[src/rtl/write_through_buffer.sv]
`default_nettype none
// ============================================================================
// Module      : write_through_buffer
// Description : Circular write-through buffer between a front-end write port
//               and a back-end write port. Optional write merging into the
//               newest entry is compiled in with the WTB_MERGE_EN macro.
// Revision    : 1.0 - initial release
// ============================================================================
module write_through_buffer #(
    parameter int FE_ADDR_W = 32,
    parameter int FE_DATA_W = 32,
    parameter int DEPTH_W   = 2,
    localparam int FE_NBYTES = FE_DATA_W / 8,
    localparam int FE_BYTE_W = $clog2(FE_NBYTES),
    localparam int WORD_A_W  = FE_ADDR_W - FE_BYTE_W
) (
    input  logic                 clk,
    input  logic                 reset,
    input  logic                 push_valid,
    input  logic [WORD_A_W-1:0]  push_addr,
    input  logic [FE_DATA_W-1:0] push_wdata,
    input  logic [FE_NBYTES-1:0] push_wstrb,
    output logic                 push_ready,
    output logic                 write_valid,
    output logic [WORD_A_W-1:0]  write_addr,
    output logic [FE_DATA_W-1:0] write_wdata,
    output logic [FE_NBYTES-1:0] write_wstrb,
    input  logic                 write_ready,
    output logic                 empty,
    output logic                 full,
    output logic [DEPTH_W:0]     level
);

    localparam int              c_ENTRIES = 1 << DEPTH_W;
    localparam logic [DEPTH_W:0] c_DEPTH  = {1'b1, {DEPTH_W{1'b0}}};

    logic [WORD_A_W-1:0]  r_addr_mem [0:c_ENTRIES-1];
    logic [FE_DATA_W-1:0] r_data_mem [0:c_ENTRIES-1];
    logic [FE_NBYTES-1:0] r_strb_mem [0:c_ENTRIES-1];

    logic [DEPTH_W-1:0] r_head;
    logic [DEPTH_W-1:0] r_tail;
    logic [DEPTH_W:0]   r_level;

    logic w_full;
    logic w_empty;
    logic w_pop;
    logic w_alloc;

    assign w_full  = (r_level == c_DEPTH);
    assign w_empty = (r_level == '0);
    assign w_pop   = !w_empty && write_ready;

`ifdef WTB_MERGE_EN
    localparam logic [DEPTH_W:0] c_TWO = (DEPTH_W + 1)'(2);

    logic [DEPTH_W-1:0] w_newest;
    logic               w_merge_hit;
    logic               w_merge;

    // The newest entry is only mergeable when it is not the head being presented.
    assign w_newest    = r_tail - 1'b1;
    assign w_merge_hit = (r_level >= c_TWO) && (r_addr_mem[w_newest] == push_addr);
    assign w_merge     = push_valid && w_merge_hit;
    assign w_alloc     = push_valid && !w_full && !w_merge_hit;
    assign push_ready  = !w_full || w_merge_hit;
`else
    assign w_alloc    = push_valid && !w_full;
    assign push_ready = !w_full;
`endif

    always_ff @(posedge clk or negedge reset) begin
        if (!reset) begin
            r_head  <= '0;
            r_tail  <= '0;
            r_level <= '0;
        end else begin
            if (w_alloc) begin
                r_tail <= r_tail + 1'b1;
            end
            if (w_pop) begin
                r_head <= r_head + 1'b1;
            end
            r_level <= r_level + {{DEPTH_W{1'b0}}, w_alloc} - {{DEPTH_W{1'b0}}, w_pop};
        end
    end

    // Storage is not reset; contents are only observed while write_valid is high.
    always_ff @(posedge clk) begin
        if (w_alloc) begin
            r_addr_mem[r_tail] <= push_addr;
            r_data_mem[r_tail] <= push_wdata;
            r_strb_mem[r_tail] <= push_wstrb;
        end
`ifdef WTB_MERGE_EN
        if (w_merge) begin
            for (int b = 0; b < FE_NBYTES; b++) begin
                if (push_wstrb[b]) begin
                    r_data_mem[w_newest][b*8 +: 8] <= push_wdata[b*8 +: 8];
                end
            end
            r_strb_mem[w_newest] <= r_strb_mem[w_newest] | push_wstrb;
        end
`endif
    end

    assign write_valid = !w_empty;
    assign write_addr  = r_addr_mem[r_head];
    assign write_wdata = r_data_mem[r_head];
    assign write_wstrb = r_strb_mem[r_head];
    assign empty       = w_empty;
    assign full        = w_full;
    assign level       = r_level;

endmodule
`default_nettype wire

[config.mk]
export PLATFORM = sky130hd
export DESIGN_NAME = write_through_buffer
export DESIGN_NICKNAME = d
export VERILOG_FILES = /design/src/rtl/write_through_buffer.sv
export SDC_FILE = /design/constraint.sdc
export NUM_CORES = 1
export LEC_CHECK = 0
export ABC_CLOCK_PERIOD_IN_PS = 2800
export BUFFER_PORTS_ARGS = -buffer_cell sky130_fd_sc_hd__buf_2
export CAP_MARGIN = 0
export CELL_PAD_IN_SITES_DETAIL_PLACEMENT = 0
export CELL_PAD_IN_SITES_GLOBAL_PLACEMENT = 2
export CORE_MARGIN = 5
export CORE_UTILIZATION = 40
export CTS_CLUSTER_SIZE = 16
export DETAILED_ROUTE_END_ITERATION = 7
export PLACE_DENSITY = 0.73
export SLEW_MARGIN = 0
export SYNTH_ARGS = -nofsm -noshare
export SYNTH_HDL_FRONTEND = slang
export SYNTH_SLANG_ARGS = --single-unit
[constraint.sdc]
create_clock -name clk -period 2.8 [get_ports clk]
set_input_delay 0.42 -clock clk [delete_from_list [all_inputs] [get_ports clk]]
set_output_delay 0.42 -clock clk [all_outputs]
set_load 0.02 [all_outputs]
### Yosys cells after proc, flatten, opt, wreduce, memory -nomap -nowiden

Memory sizes are Yosys's and may differ from the RTL's.
Index checks and enable logic that the tools add are counted.
Widths: inputs -> output; s select.

* flip-flop bits (word level): 7
* memory bits (writable): 264
* input port bits: 70
* output and inout bits: 73
* word-level logic and storage cells: 18
* memories: 3

* add/subtract/negate cells: 4
* equal/unequal tests: 1
* mux-type cells: 2
* reduce and logical (&&, ||, !) cells: 5

Memory list
* r_data_mem: depth 4, bits a word 32, rd ports 1, clocked after memory_dff 0, wr ports 1, RTL line 38 `logic [FE_DATA_W-1:0] r_data_mem [0:c_ENTRIES-1];`
* r_addr_mem: depth 4, bits a word 30, rd ports 1, clocked after memory_dff 0, wr ports 1, RTL line 37 `logic [WORD_A_W-1:0] r_addr_mem [0:c_ENTRIES-1];`
* r_strb_mem: depth 4, bits a word 4, rd ports 1, clocked after memory_dff 0, wr ports 1, RTL line 39 `logic [FE_NBYTES-1:0] r_strb_mem [0:c_ENTRIES-1];`

Operators with widths (count)
* $add 2x1->2 const B: 2
* $add 3x1->3: 1
* $eq 3x3->1 const B: 1
* $logic_not 3->1: 1
* $sub 3x1->3: 1
* $logic_and 1x1->1: 2
* $logic_not 1->1: 2
* $mux 1: 2

### Logic depth before layout (Yosys ltp)

Gate-level depths: netlist (run 1).

* depth in word-level cells: 5
* mapped depth: 9
* gate-level depth less buffers: 8

### Worst setup path before layout (run 1)

No wires, ideal clock.

* kind: register -> register
* start: register r_level[1] (netlist: level[1])
* end: memory r_addr_mem[0][0] (netlist name) (enable)
* setup time: 432 ps
* arrival time: 2669 ps
* data required time: 2368 ps
* slack: -300 ps
* cell stages (with the launch flop): 4
* path buffers: 1
* clock period less this slack: 3100 ps
* cell sequence: dfrtp_1 or3b_1 clkbuf_1 and3_1

* cells in the longest elaborated chain, start to end: 5

RTL lines
* from (decl): RTL line 43 `logic [DEPTH_W:0] r_level;`
* from (signal assigned): RTL line 84 `r_level <= r_level + {{DEPTH_W{1'b0}}, w_alloc} - {{DEPTH_W{1'b0}}, w_pop};`
* $eq 3x3->1: RTL line 50 `assign w_full = (r_level == c_DEPTH);`
* $logic_not 1->1
* via push_ready: RTL line 23 `output logic push_ready,`
* $logic_and 1x1->1: RTL line 68 `assign w_alloc = push_valid && !w_full;`
* $mux 1: RTL line 90 `if (w_alloc) begin`
* $mux 1 (implied by the code): RTL line 91 `r_addr_mem[r_tail] <= push_addr;`
* to (decl): RTL line 37

The timed path passes the listed nets, and every way through them passes these cells.

### Worst setup path after layout (run 1)

* start: register r_head[0]
* end: output write_wdata[10]

* cells in the longest elaborated chain, start to end: 1

RTL lines
* from (decl): RTL line 41 `logic [DEPTH_W-1:0] r_head;`
* from (signal assigned): RTL line 82 `r_head <= r_head + 1'b1;`
* $mem_v2 4x32
* to (decl): RTL line 26 `output logic [FE_DATA_W-1:0] write_wdata,`

Every way passes these cells.

==> results of run 1 <==
==> what timing repair did <==
| item | CTS | global route |
|---|---|---|
| buffers inserted | 0 | 0 |
| endpoints found under the hold margin | 7 | 0 |
| hold buffers | 1 | 0 |
==> cell type report <==
| class | instances | area (sq um) | area share (%) |
|---|---|---|---|
| Sequential cell | 271 | 8110 | 67.3 |
| Multi-Input combinational cell | 94 | 1760 | 14.6 |
| Timing Repair Buffer | 159 | 878 | 7.29 |
| Clock buffer | 34 | 744 | 6.18 |
| Tap cell | 324 | 405 | 3.36 |
| Clock inverter | 16 | 129 | 1.07 |
| Inverter | 8 | 30.0 | 0.249 |
==> worst max-delay path by stage <==
| stage | slack (ns) | end | from | cells after the start |
|---|---|---|---|---|
| finish | 0.32 | write_wdata[10] | r_head[0]$_DFFE_PN0P_ | 3 |
| global route | 0.21 | write_wdata[10] | r_head[0]$_DFFE_PN0P_ | 3 |
| CTS | 0.25 | write_addr[0] | r_head[0]$_DFFE_PN0P_ | 3 |
| detailed placement | 0.56 | level[2]$_DFF_PN0_ | level[1]$_DFF_PN0_ | 8 |
| global placement | 0.64 | level[2]$_DFF_PN0_ | level[1]$_DFF_PN0_ | 8 |
| floorplan | 0.43 | r_addr_mem[0][0]$_DFFE_PP_ | level[1]$_DFF_PN0_ | 3 |
==> cell families (layout without fill, tap and decap cells) <==
kind of cell / count (synthesis) / in the layout / share of synthesized area [%]
buffers and inverters: 24 / 217 / 1.66
adders and majority gates: 7 / 7 / 0.950
DFF: 271 / 271 / 81.0
AOI/OAI and AO/OA: 4 / 4 / 0.313
and+or+nand+nor: 13 / 13 / 0.888
xor gates and xnor gates: 4 / 4 / 0.350
muxes: 66 / 66 / 14.9
==> worst max-delay path, delay by kind of cell (launching register included) <==
kind	cells	cell delay (ns)
buffers and inverters	2	0.49
muxes	1	0.58
DFF	1	0.44
==> per-stage QoR <==
step,cells,total power [mW]
after floorplan,389,8.66
after global placement,855,10.0
after detailed placement,855,10.1
after CTS,906,13.7
after global routing,906,14.1
final,906,13.4
==> cell usage in the layout, fill, tap and decap left out, types with 2 or more instances in the layout <==
cell type / count
sky130_fd_sc_hd__edfxtp_1: 264
sky130_fd_sc_hd__buf_2: 142
sky130_fd_sc_hd__mux4_2: 66
sky130_fd_sc_hd__clkbuf_16: 29
sky130_fd_sc_hd__buf_4: 13
sky130_fd_sc_hd__inv_1: 8
sky130_fd_sc_hd__ha_1: 6
sky130_fd_sc_hd__clkinv_1: 6
sky130_fd_sc_hd__clkinv_2: 6
sky130_fd_sc_hd__clkbuf_1: 5
sky130_fd_sc_hd__dfrtp_1: 5
sky130_fd_sc_hd__and3_4: 4
sky130_fd_sc_hd__xnor2_1: 3
sky130_fd_sc_hd__nand2b_1: 3
sky130_fd_sc_hd__buf_12: 3
sky130_fd_sc_hd__nand2_1: 2
sky130_fd_sc_hd__or4bb_1: 2
sky130_fd_sc_hd__o211ai_1: 2
sky130_fd_sc_hd__bufinv_16: 2
sky130_fd_sc_hd__dfrtp_4: 2
==> sequential cells by signal (all words and copies together) (netlist names) <==
| name | count |
|---|---|
| r_addr_mem | 120 |
| r_data_mem | 128 |
| r_tail | 2 |
| r_strb_mem | 16 |
| level | 3 |
| r_head | 2 |
==> layer usage <==
layer	share of wire (%)	routed length [microns]	track usage [%]
met1	41	7810	17.4
met2	51	9740	23.4
met3	6.1	1170	3.45
met4	2.3	449	3.63
met5	0.068	13	0
==> report_power, final <==
part           total (mW)  switching [mW]  internal, mW
Sequential           5.61           0.257          5.36
Clock                3.49            1.43          2.06
Combinational        4.30            2.55          1.75
Total                13.4            4.23          9.17
==> impl_metrics.csv, run 1 <==
group,metric,value,unit
sta,timing.final.max_slew_violations,0,
clock_tree,clock_path_buffers,3,
floorplanning,dieArea,28300,sq um
synth,synth_cell_types,23,
cells_and_area,drive_above_1_share,46.2,%
sta,timing.slew.headroom,62.2,%
sta,grt_setup_unrepaired,"false",
synth,yosys.cell_count.top_type,"sky130_fd_sc_hd__edfxtp_1",
cells_and_area,nNetsFinal,639,
sta,final-setup-viol-count,0,
clock_tree,cts_inserted_buffers,28,
placement,buffer_ports.inserted,142,
route,detail_route.vias_per_cell,5.01,
critical_path,required_worst_endpoint,2.38,ns
synth,share_of_synthesized_registers_carrying_an_async_set_or_reset,2.58,%
global_route,first_global_vias,5181,
placement,routabilityCongestion,0.694,
floorplanning,row_count,57,
clock_tree,clock_sinks,271,
sta,setup-tns-final,0,ns
floorplanning,fp.dieH,168,microns
synth,synth_common_cells,"sky130_fd_sc_hd__edfxtp_1, sky130_fd_sc_hd__mux4_2, sky130_fd_sc_hd__inv_1, sky130_fd_sc_hd__dfrtp_1, sky130_fd_sc_hd__ha_1",
power_and_ir_drop,powerDensity,1110,nW/um^2
placement,hpwlAfterDp,12000,microns
critical_path,reg2reg_slack,0.56,ns
sta,setup_slack,0.315,ns
cells_and_area,post-route-util,49.3,%
critical_path,crit_path_max_incr_delay,0.58,ns
critical_path,rr_startpoint,"level[1]$_DFF_PN0_",
synth,synth.yosys.seq_area_share,81.0,%
synth,synth_top_area_share,79.2,%
global_route,grt_max_degree,36,
critical_path,worst_setup_path_start_kind,"register",
synth,synth_cells,389,
synth,synth_edf_count,264,
clock_tree,clk_latency,0.53,ns
floorplanning,initial_utilization,40.9,%
synth,syn_area_per_cell,25.7,sq um
placement,dpl_cell_area,11200,sq um
route,ant_nets,0,
route,via_count,4543,
sta,hold_slack,0.103,ns
sta,fin_crit,2.48,ns
clock_tree,clk_transition_reported_paths,0.06,ns
hold_path,worstHoldPathType,"in2reg",
clock_tree,tritoncts,"yes",
synth,ys_seq_elements,271,
clock_tree,ctsHtreeMaxLevel,1,
global_route,antenna_found_initial,1,
critical_path,timing.reg2reg.worst_path_depth,8,
global_route,grt-ovfl-total,0,
synth,synth_top_area_cell,"sky130_fd_sc_hd__edfxtp_1",
clock_tree,ctsResizeCount,0,
sta,worst_pin_slew,0.567,ns
placement,detailedPlace.worstSlack,0.557,ns
critical_path,worst-setup-path-type,"reg2out",
critical_path,critical-path-slowest-cell,"sky130_fd_sc_hd__mux4_2",
clock_tree,cts_root_buf,"sky130_fd_sc_hd__clkbuf_16",
synth,post_syn_area,10000,sq um
cells_and_area,area_delta_synth_final,20.5,%
critical_path,reg2reg_to,"level[2]$_DFF_PN0_",
floorplanning,i_o_pins,143,
synth,mappedNetlistNets,466,
sta,clock-skew-final,0.0143,ns
hold_path,worstHoldPathCells,1,
route,route.detailed.wl_per_inst,21.2,microns
sta,max_freq,402,MHz
route,drt_wl_total,19200,microns
status,run_status,"completed",
cells_and_area,final_cell_area,12100,sq um
global_route,grt_pass1_wl,29900,microns
critical_path,worstPathMaxFanout,35,
job,drv_cap,0,
route,drt-initial-drc-count,254,
synth,synth-main-ff-cell,"sky130_fd_sc_hd__edfxtp_1",
critical_path,crit_chain,"buf_12, mux4_2, buf_2",
cells_and_area,fill_cells,1972,
route,first_pass_iters,4,
critical_path,setup.worst_path.end_class,"primary output",
sta,post-route-period-util,88.7,%
hold_path,min-delay-start,"push_wdata[29]",
global_route,global_route.usage.total,13.6,%
critical_path,cp.arrival,2.06,ns
synth,synth_top_cells_by_area,"sky130_fd_sc_hd__edfxtp_1, sky130_fd_sc_hd__mux4_2, sky130_fd_sc_hd__dfrtp_1",
floorplanning,dieWidth,168,microns
cells_and_area,num_antenna_cells,0,
synth,ys_warn_count,0,
power_and_ir_drop,power.static_leakage,4.16,nW
power_and_ir_drop,power.ir.vdd_worst,0.629,mV
floorplanning,core_area,24500,sq um
route,route.detailed.drc,0,
sta,report.final.hold_viol_count,0,
hold_path,hold-path-endpoint,"r_data_mem[1][29]$_DFFE_PP_",
(Power assumes the default switching activity.)
==> run 2, diff against run 1 <==
--- a/config.mk
+++ b/config.mk
@@ -5,16 +5,16 @@
 export SDC_FILE = /design/constraint.sdc
 export NUM_CORES = 1
 export LEC_CHECK = 0
-export ABC_CLOCK_PERIOD_IN_PS = 2800
+export ABC_CLOCK_PERIOD_IN_PS = 2400
 export BUFFER_PORTS_ARGS = -buffer_cell sky130_fd_sc_hd__buf_2
 export CAP_MARGIN = 0
 export CELL_PAD_IN_SITES_DETAIL_PLACEMENT = 0
 export CELL_PAD_IN_SITES_GLOBAL_PLACEMENT = 2
 export CORE_MARGIN = 5
-export CORE_UTILIZATION = 40
+export CORE_UTILIZATION = 45
 export CTS_CLUSTER_SIZE = 16
 export DETAILED_ROUTE_END_ITERATION = 7
-export PLACE_DENSITY = 0.73
+export PLACE_DENSITY_LB_ADDON = 0.05
 export SLEW_MARGIN = 0
 export SYNTH_ARGS = -nofsm -noshare
 export SYNTH_HDL_FRONTEND = slang
==> constraint.sdc (replaced) <==
create_clock -name clk -period 2.4 [get_ports clk]
set_input_delay 0.36 -clock clk [delete_from_list [all_inputs] [get_ports clk]]
set_output_delay 0.36 -clock clk [all_outputs]
set_load 0.02 [all_outputs]
==> impl_metrics.csv, run 2 (synthesis gave the netlist of run 1 again) <==
group,metric,value,unit
cells_and_area,mostFrequentLayoutCell,"sky130_fd_sc_hd__edfxtp_1",
sta,max_freq,421,MHz
critical_path,required_worst_endpoint,2.04,ns
critical_path,setup.worst_path.end_class,"primary output",
global_route,first_global_vias,5064,
floorplanning,fp.dieH,159,microns
global_route,antenna_found_initial,0,
clock_tree,clock_sinks,271,
placement,hpwlAfterDp,11900,microns
route,via_count,4581,
global_route,global_route.usage.total,14.8,%
clock_tree,clk_latency,0.53,ns
clock_tree,ctsHtreeMaxLevel,1,
floorplanning,dieWidth,159,microns
route,first_pass_iters,4,
global_route,grt-ovfl-total,0,
route,drt_wl_total,19500,microns
floorplanning,dieArea,25300,sq um
route,met3WireLength,1010,microns
cells_and_area,nNetsFinal,656,
power_and_ir_drop,finalPower,16.3,mW
route,route.detailed.drc,0,
power_and_ir_drop,power.static_leakage,4.34,nW
global_route,grt_pass1_wl,29400,microns
critical_path,worst_setup_path_start_kind,"register",
critical_path,worstPathMaxFanout,8,
global_route,grt_max_degree,39,
clock_tree,cts_root_buf,"sky130_fd_sc_hd__clkbuf_16",
floorplanning,core_area,21900,sq um
cells_and_area,post-route-util,56.9,%
placement,routabilityCongestion,0.717,
hold_path,worstHoldPathType,"in2reg",
floorplanning,row_count,54,
power_and_ir_drop,power.ir.vdd_worst,0.796,mV
critical_path,cp.arrival,2.01,ns
route,maxUsedRoutingLayer,"met4",
power_and_ir_drop,powerDensity,1310,nW/um^2
critical_path,reg2reg_slack,0.18,ns
status,run_status,"completed",
cells_and_area,fill_cells,1666,
placement,buffer_ports.inserted,142,
sta,clock-skew-final,0.00944,ns
cells_and_area,largest-register,"r_data_mem",
route,detail_route.vias_per_cell,5.21,
cells_and_area,layout_common_cells,"sky130_fd_sc_hd__edfxtp_1, sky130_fd_sc_hd__buf_2, sky130_fd_sc_hd__mux4_2",
sta,final-setup-viol-count,0,
floorplanning,initial_utilization,45.7,%
cells_and_area,largest_register_ff_count,128,
clock_tree,clk_transition_reported_paths,0.06,ns
sta,timing.final.max_slew_violations,0,
route,ant_nets,0,
job,drv_cap,0,
floorplanning,i_o_pins,143,
sta,post-route-period-util,98.9,%
route,routed-wl-met2,10500,microns
route,route.detailed.wl_per_inst,22.2,microns
cells_and_area,drive_above_1_share,46.7,%
route,route.layer.met1.wl,7630,microns
sta,worst_pin_slew,0.405,ns
sta,timing.slew.headroom,73.0,%
clock_tree,clock_path_buffers,3,
cells_and_area,largest_registers,"r_data_mem (128), r_addr_mem (120), r_strb_mem (16)",
sta,report.final.hold_viol_count,0,
clock_tree,cts_inserted_buffers,28,
route,drt-initial-drc-count,175,
sta,fin_crit,2.37,ns
cells_and_area,area_delta_synth_final,24.4,%
critical_path,worst-setup-path-type,"reg2out",
clock_tree,tritoncts,"yes",
sta,grt_setup_unrepaired,"true",
## run 2: worst max-delay path: stages, from the launching register on
cell,delay (ns)
sky130_fd_sc_hd__dfrtp_4,0.46
sky130_fd_sc_hd__buf_12,0.15
sky130_fd_sc_hd__clkbuf_16,0.18
sky130_fd_sc_hd__mux4_2,0.53
sky130_fd_sc_hd__buf_6,0.15
## run 2: repair_timing
| action | 4_1_cts | 5_1_grt |
|---|---|---|
| hold endpoints to repair | 7 | 0 |
| gates resized for setup | 12 | 30 |
| gates cloned | 0 | 6 |
| setup buffers | 0 | 7 |
| hold buffers | 1 | 0 |
| pin swaps | 0 | 0 |
| endpoints found under the setup margin | 30 | 49 |
## run 2: report_power, final
part / switching, mW / total, mW / internal [mW]
clock network: 1.62 / 3.74 / 2.12
logic: 3.18 / 5.99 / 2.81
registers: 0.282 / 6.53 / 6.25
total: 5.08 / 16.3 / 11.2
## run 2: path summary, 6_finish.rpt
path / start / end / cells past startpoint
setup / recovery: r_head[0]$_DFFE_PN0P_ / write_addr[23] / 4
hold / removal: push_addr[17] / r_addr_mem[0][17]$_DFFE_PP_ / 1
setup reg to reg: level[1]$_DFF_PN0_ / level[2]$_DFF_PN0_ / 8
hold reg to reg: level[2]$_DFF_PN0_ / level[2]$_DFF_PN0_ / 1
max in group asynchronous: reset / r_head[0]$_DFFE_PN0P_ / 2
min in group asynchronous: reset / level[0]$_DFF_PN0_ / 2
## run 2: metrics by stage
step / instances / cell area, sq um / setup TNS (ns) / hold slack (ns) / setup slack (ns)
after floorplan: 389 / 10000 / 0 / 0.0644 / 0.0260
after global placement: 815 / 11300 / 0 / 0.205 / 0.252
after detailed placement: 815 / 11300 / 0 / 0.208 / 0.172
after CTS: 865 / 12200 / -0.232 / 0.00883 / -0.0178
after global routing: 878 / 12400 / -0.924 / 0.0170 / -0.0445
final: 879 / 12500 / 0 / 0.0400 / 0.0262
## run 2: layout make-up
class / instances / area (sq um) / area share [%]
clock inverter: 15 / 76.3 / 0.613
clock buffer: 34 / 723 / 5.81
inverter: 8 / 30.0 / 0.241
sequential: 271 / 8110 / 65.1
multi-input combinational: 94 / 1760 / 14.1
timing repair buffer: 176 / 1400 / 11.3
antenna: 1 / 2.50 / 0.0201
tap: 280 / 350 / 2.81
## run 2: routing by layer
layer	vias up	GRT usage [%]
met5	-	0
met4	0	3.45
met3	31	3.44
met2	112	26.7
met1	2384	18.4
li1	2054	-
==> run 3, diff against run 2 <==
--- a/config.mk
+++ b/config.mk
@@ -15,6 +15,7 @@
 export CTS_CLUSTER_SIZE = 16
 export DETAILED_ROUTE_END_ITERATION = 7
 export PLACE_DENSITY_LB_ADDON = 0.05
+export RECOVER_POWER = 25
 export SLEW_MARGIN = 0
 export SYNTH_ARGS = -nofsm -noshare
 export SYNTH_HDL_FRONTEND = slang
==> impl_metrics.csv, run 3 (synthesis gave the netlist of run 1 again) <==
group,metric,value,unit
power_and_ir_drop,powerDensity,1310,nW/um^2
route,via_count,4582,
global_route,global_route.usage.total,14.8,%
sta,clock-skew-final,0.00972,ns
global_route,antenna_found_initial,0,
route,ant_nets,0,
route,route.detailed.wl_per_inst,22.3,microns
cells_and_area,layout_common_cells,"sky130_fd_sc_hd__edfxtp_1, sky130_fd_sc_hd__buf_2, sky130_fd_sc_hd__mux4_2",
placement,buffer_ports.inserted,142,
clock_tree,tritoncts,"yes",
sta,fin_crit,2.37,ns
route,drt_wl_total,19600,microns
cells_and_area,largest_register_ff_count,128,
floorplanning,row_count,54,
floorplanning,initial_utilization,45.7,%
sta,timing.final.max_slew_violations,0,
critical_path,setup.worst_path.end_class,"primary output",
sta,grt_setup_unrepaired,"true",
critical_path,cp.arrival,2.01,ns
sta,setup-tns-final,0,ns
clock_tree,ctsHtreeMaxLevel,1,
sta,report.final.hold_viol_count,0,
power_and_ir_drop,power.ir.vdd_worst,0.798,mV
global_route,grt-ovfl-total,0,
clock_tree,clk_transition_reported_paths,0.06,ns
critical_path,worstPathMaxFanout,8,
global_route,gr-usage-met2,26.7,%
floorplanning,dieWidth,159,microns
placement,dpl_cell_area,11300,sq um
clock_tree,clock_sinks,271,
cells_and_area,nNetsFinal,656,
global_route,met3_usage,3.44,%
global_route,grt_pass1_wl,29400,microns
global_route,grt_use_met1,18.4,%
cells_and_area,area_delta_synth_final,23.9,%
hold_path,worstHoldPathType,"in2reg",
route,first_pass_iters,4,
cells_and_area,mostFrequentLayoutCell,"sky130_fd_sc_hd__edfxtp_1",
placement,routabilityCongestion,0.717,
cells_and_area,fill_cells,1687,
clock_tree,cts_root_buf,"sky130_fd_sc_hd__clkbuf_16",
floorplanning,fp.dieH,159,microns
clock_tree,cts_inserted_buffers,28,
cells_and_area,drive_above_1_share,39.6,%
cells_and_area,final_cell_area,12400,sq um
sta,max_freq,421,MHz
power_and_ir_drop,power.static_leakage,4.22,nW
global_route,highest_utilization_routing_layer_at_the_global_route_stage,"met2",
job,drv_cap,0,
placement,hpwlAfterDp,11900,microns
sta,post-route-period-util,99.0,%
clock_tree,clock_path_buffers,3,
route,drt-initial-drc-count,176,
global_route,first_global_vias,5064,
sta,worst_pin_slew,0.389,ns
cells_and_area,largest_registers,"r_data_mem (128), r_addr_mem (120), r_strb_mem (16)",
global_route,grt_max_degree,39,
critical_path,worst-setup-path-type,"reg2out",
route,detail_route.vias_per_cell,5.21,
floorplanning,dieArea,25300,sq um
status,run_status,"completed",
cells_and_area,largest-register,"r_data_mem",
critical_path,required_worst_endpoint,2.04,ns
clock_tree,clk_latency,0.53,ns
sta,final-setup-viol-count,0,
floorplanning,core_area,21900,sq um
route,route.detailed.drc,0,
critical_path,worst_setup_path_start_kind,"register",
sta,timing.slew.headroom,73.8,%
floorplanning,i_o_pins,143,
==> run 3: stage by stage <==
| stage | power, mW | utilization (%) | instances | hold slack, ns | setup WS (ns) |
|---|---|---|---|---|---|
| 2_1_floorplan | 10.1 | - | 389 | 0.0644 | 0.0260 |
| 3_3_place_gp | 12.0 | 51.7 | 815 | 0.205 | 0.252 |
| 3_5_place_dp | 12.1 | 51.7 | 815 | 0.208 | 0.172 |
| 4_1_cts | 16.0 | 55.5 | 865 | 0.00883 | -0.0178 |
| 5_1_grt | 17.1 | 56.6 | 878 | 0.0329 | -0.0445 |
| 6_report | 16.2 | 56.6 | 879 | 0.0500 | 0.0251 |
==> run 3: worst max-delay path, cell delays in order, from the launching register on <==
cell and delay, ns:
sky130_fd_sc_hd__dfrtp_4 0.46, sky130_fd_sc_hd__buf_12 0.15, sky130_fd_sc_hd__clkbuf_16 0.18, sky130_fd_sc_hd__mux4_2 0.53
sky130_fd_sc_hd__buf_6 0.15
==> run 3: per-layer routing <==
metal | share of wire, % | vias up
li1 | - | 2049
met1 | 39 | 2378
met2 | 54 | 124
met3 | 5.0 | 31
met4 | 2.2 | 0
met5 | 0 | -
==> run 3: layout make-up <==
cell class,instances,area (sq um),area share [%]
inverters,8,30.0,0.242
clock inverters,15,76.3,0.616
diodes,1,2.50,0.0202
flip-flops and latches,271,8110,65.4
well taps,280,350,2.83
repair buffers,176,1350,10.9
multi-input cells,94,1760,14.2
clock buffers,34,723,5.83
==> run 3: path summary, 6_finish.rpt <==
kind                                        from  slack, ns                           to  depth (start not counted)
max                        r_head[0]$_DFFE_PN0P_       0.03               write_addr[23]                          4
min                                push_addr[19]       0.05  r_addr_mem[1][19]$_DFFE_PP_                          1
max reg2reg                   level[1]$_DFF_PN0_       0.18           level[2]$_DFF_PN0_                          8
min reg2reg                   level[2]$_DFF_PN0_       0.60           level[2]$_DFF_PN0_                          1
max in group asynchronous                  reset       2.03        r_head[0]$_DFFE_PN0P_                          2
min in group asynchronous                  reset       0.19           level[0]$_DFF_PN0_                          2
==> run 3: what timing repair did <==
action,CTS,global route
setup buffers,0,7
gates cloned,0,6
gates resized for setup,12,30
pin swaps,0,0
endpoints found under the setup margin,30,49
hold buffers,1,0
hold endpoints to repair,7,0
==> run 3: where the power goes <==
group | switching [mW] | leakage, nW | internal (mW)
combinational | 3.18 | 1.33 | 2.80
clock | 1.62 | 0.388 | 2.12
sequential | 0.282 | 2.50 | 6.25
total | 5.08 | 4.22 | 11.2
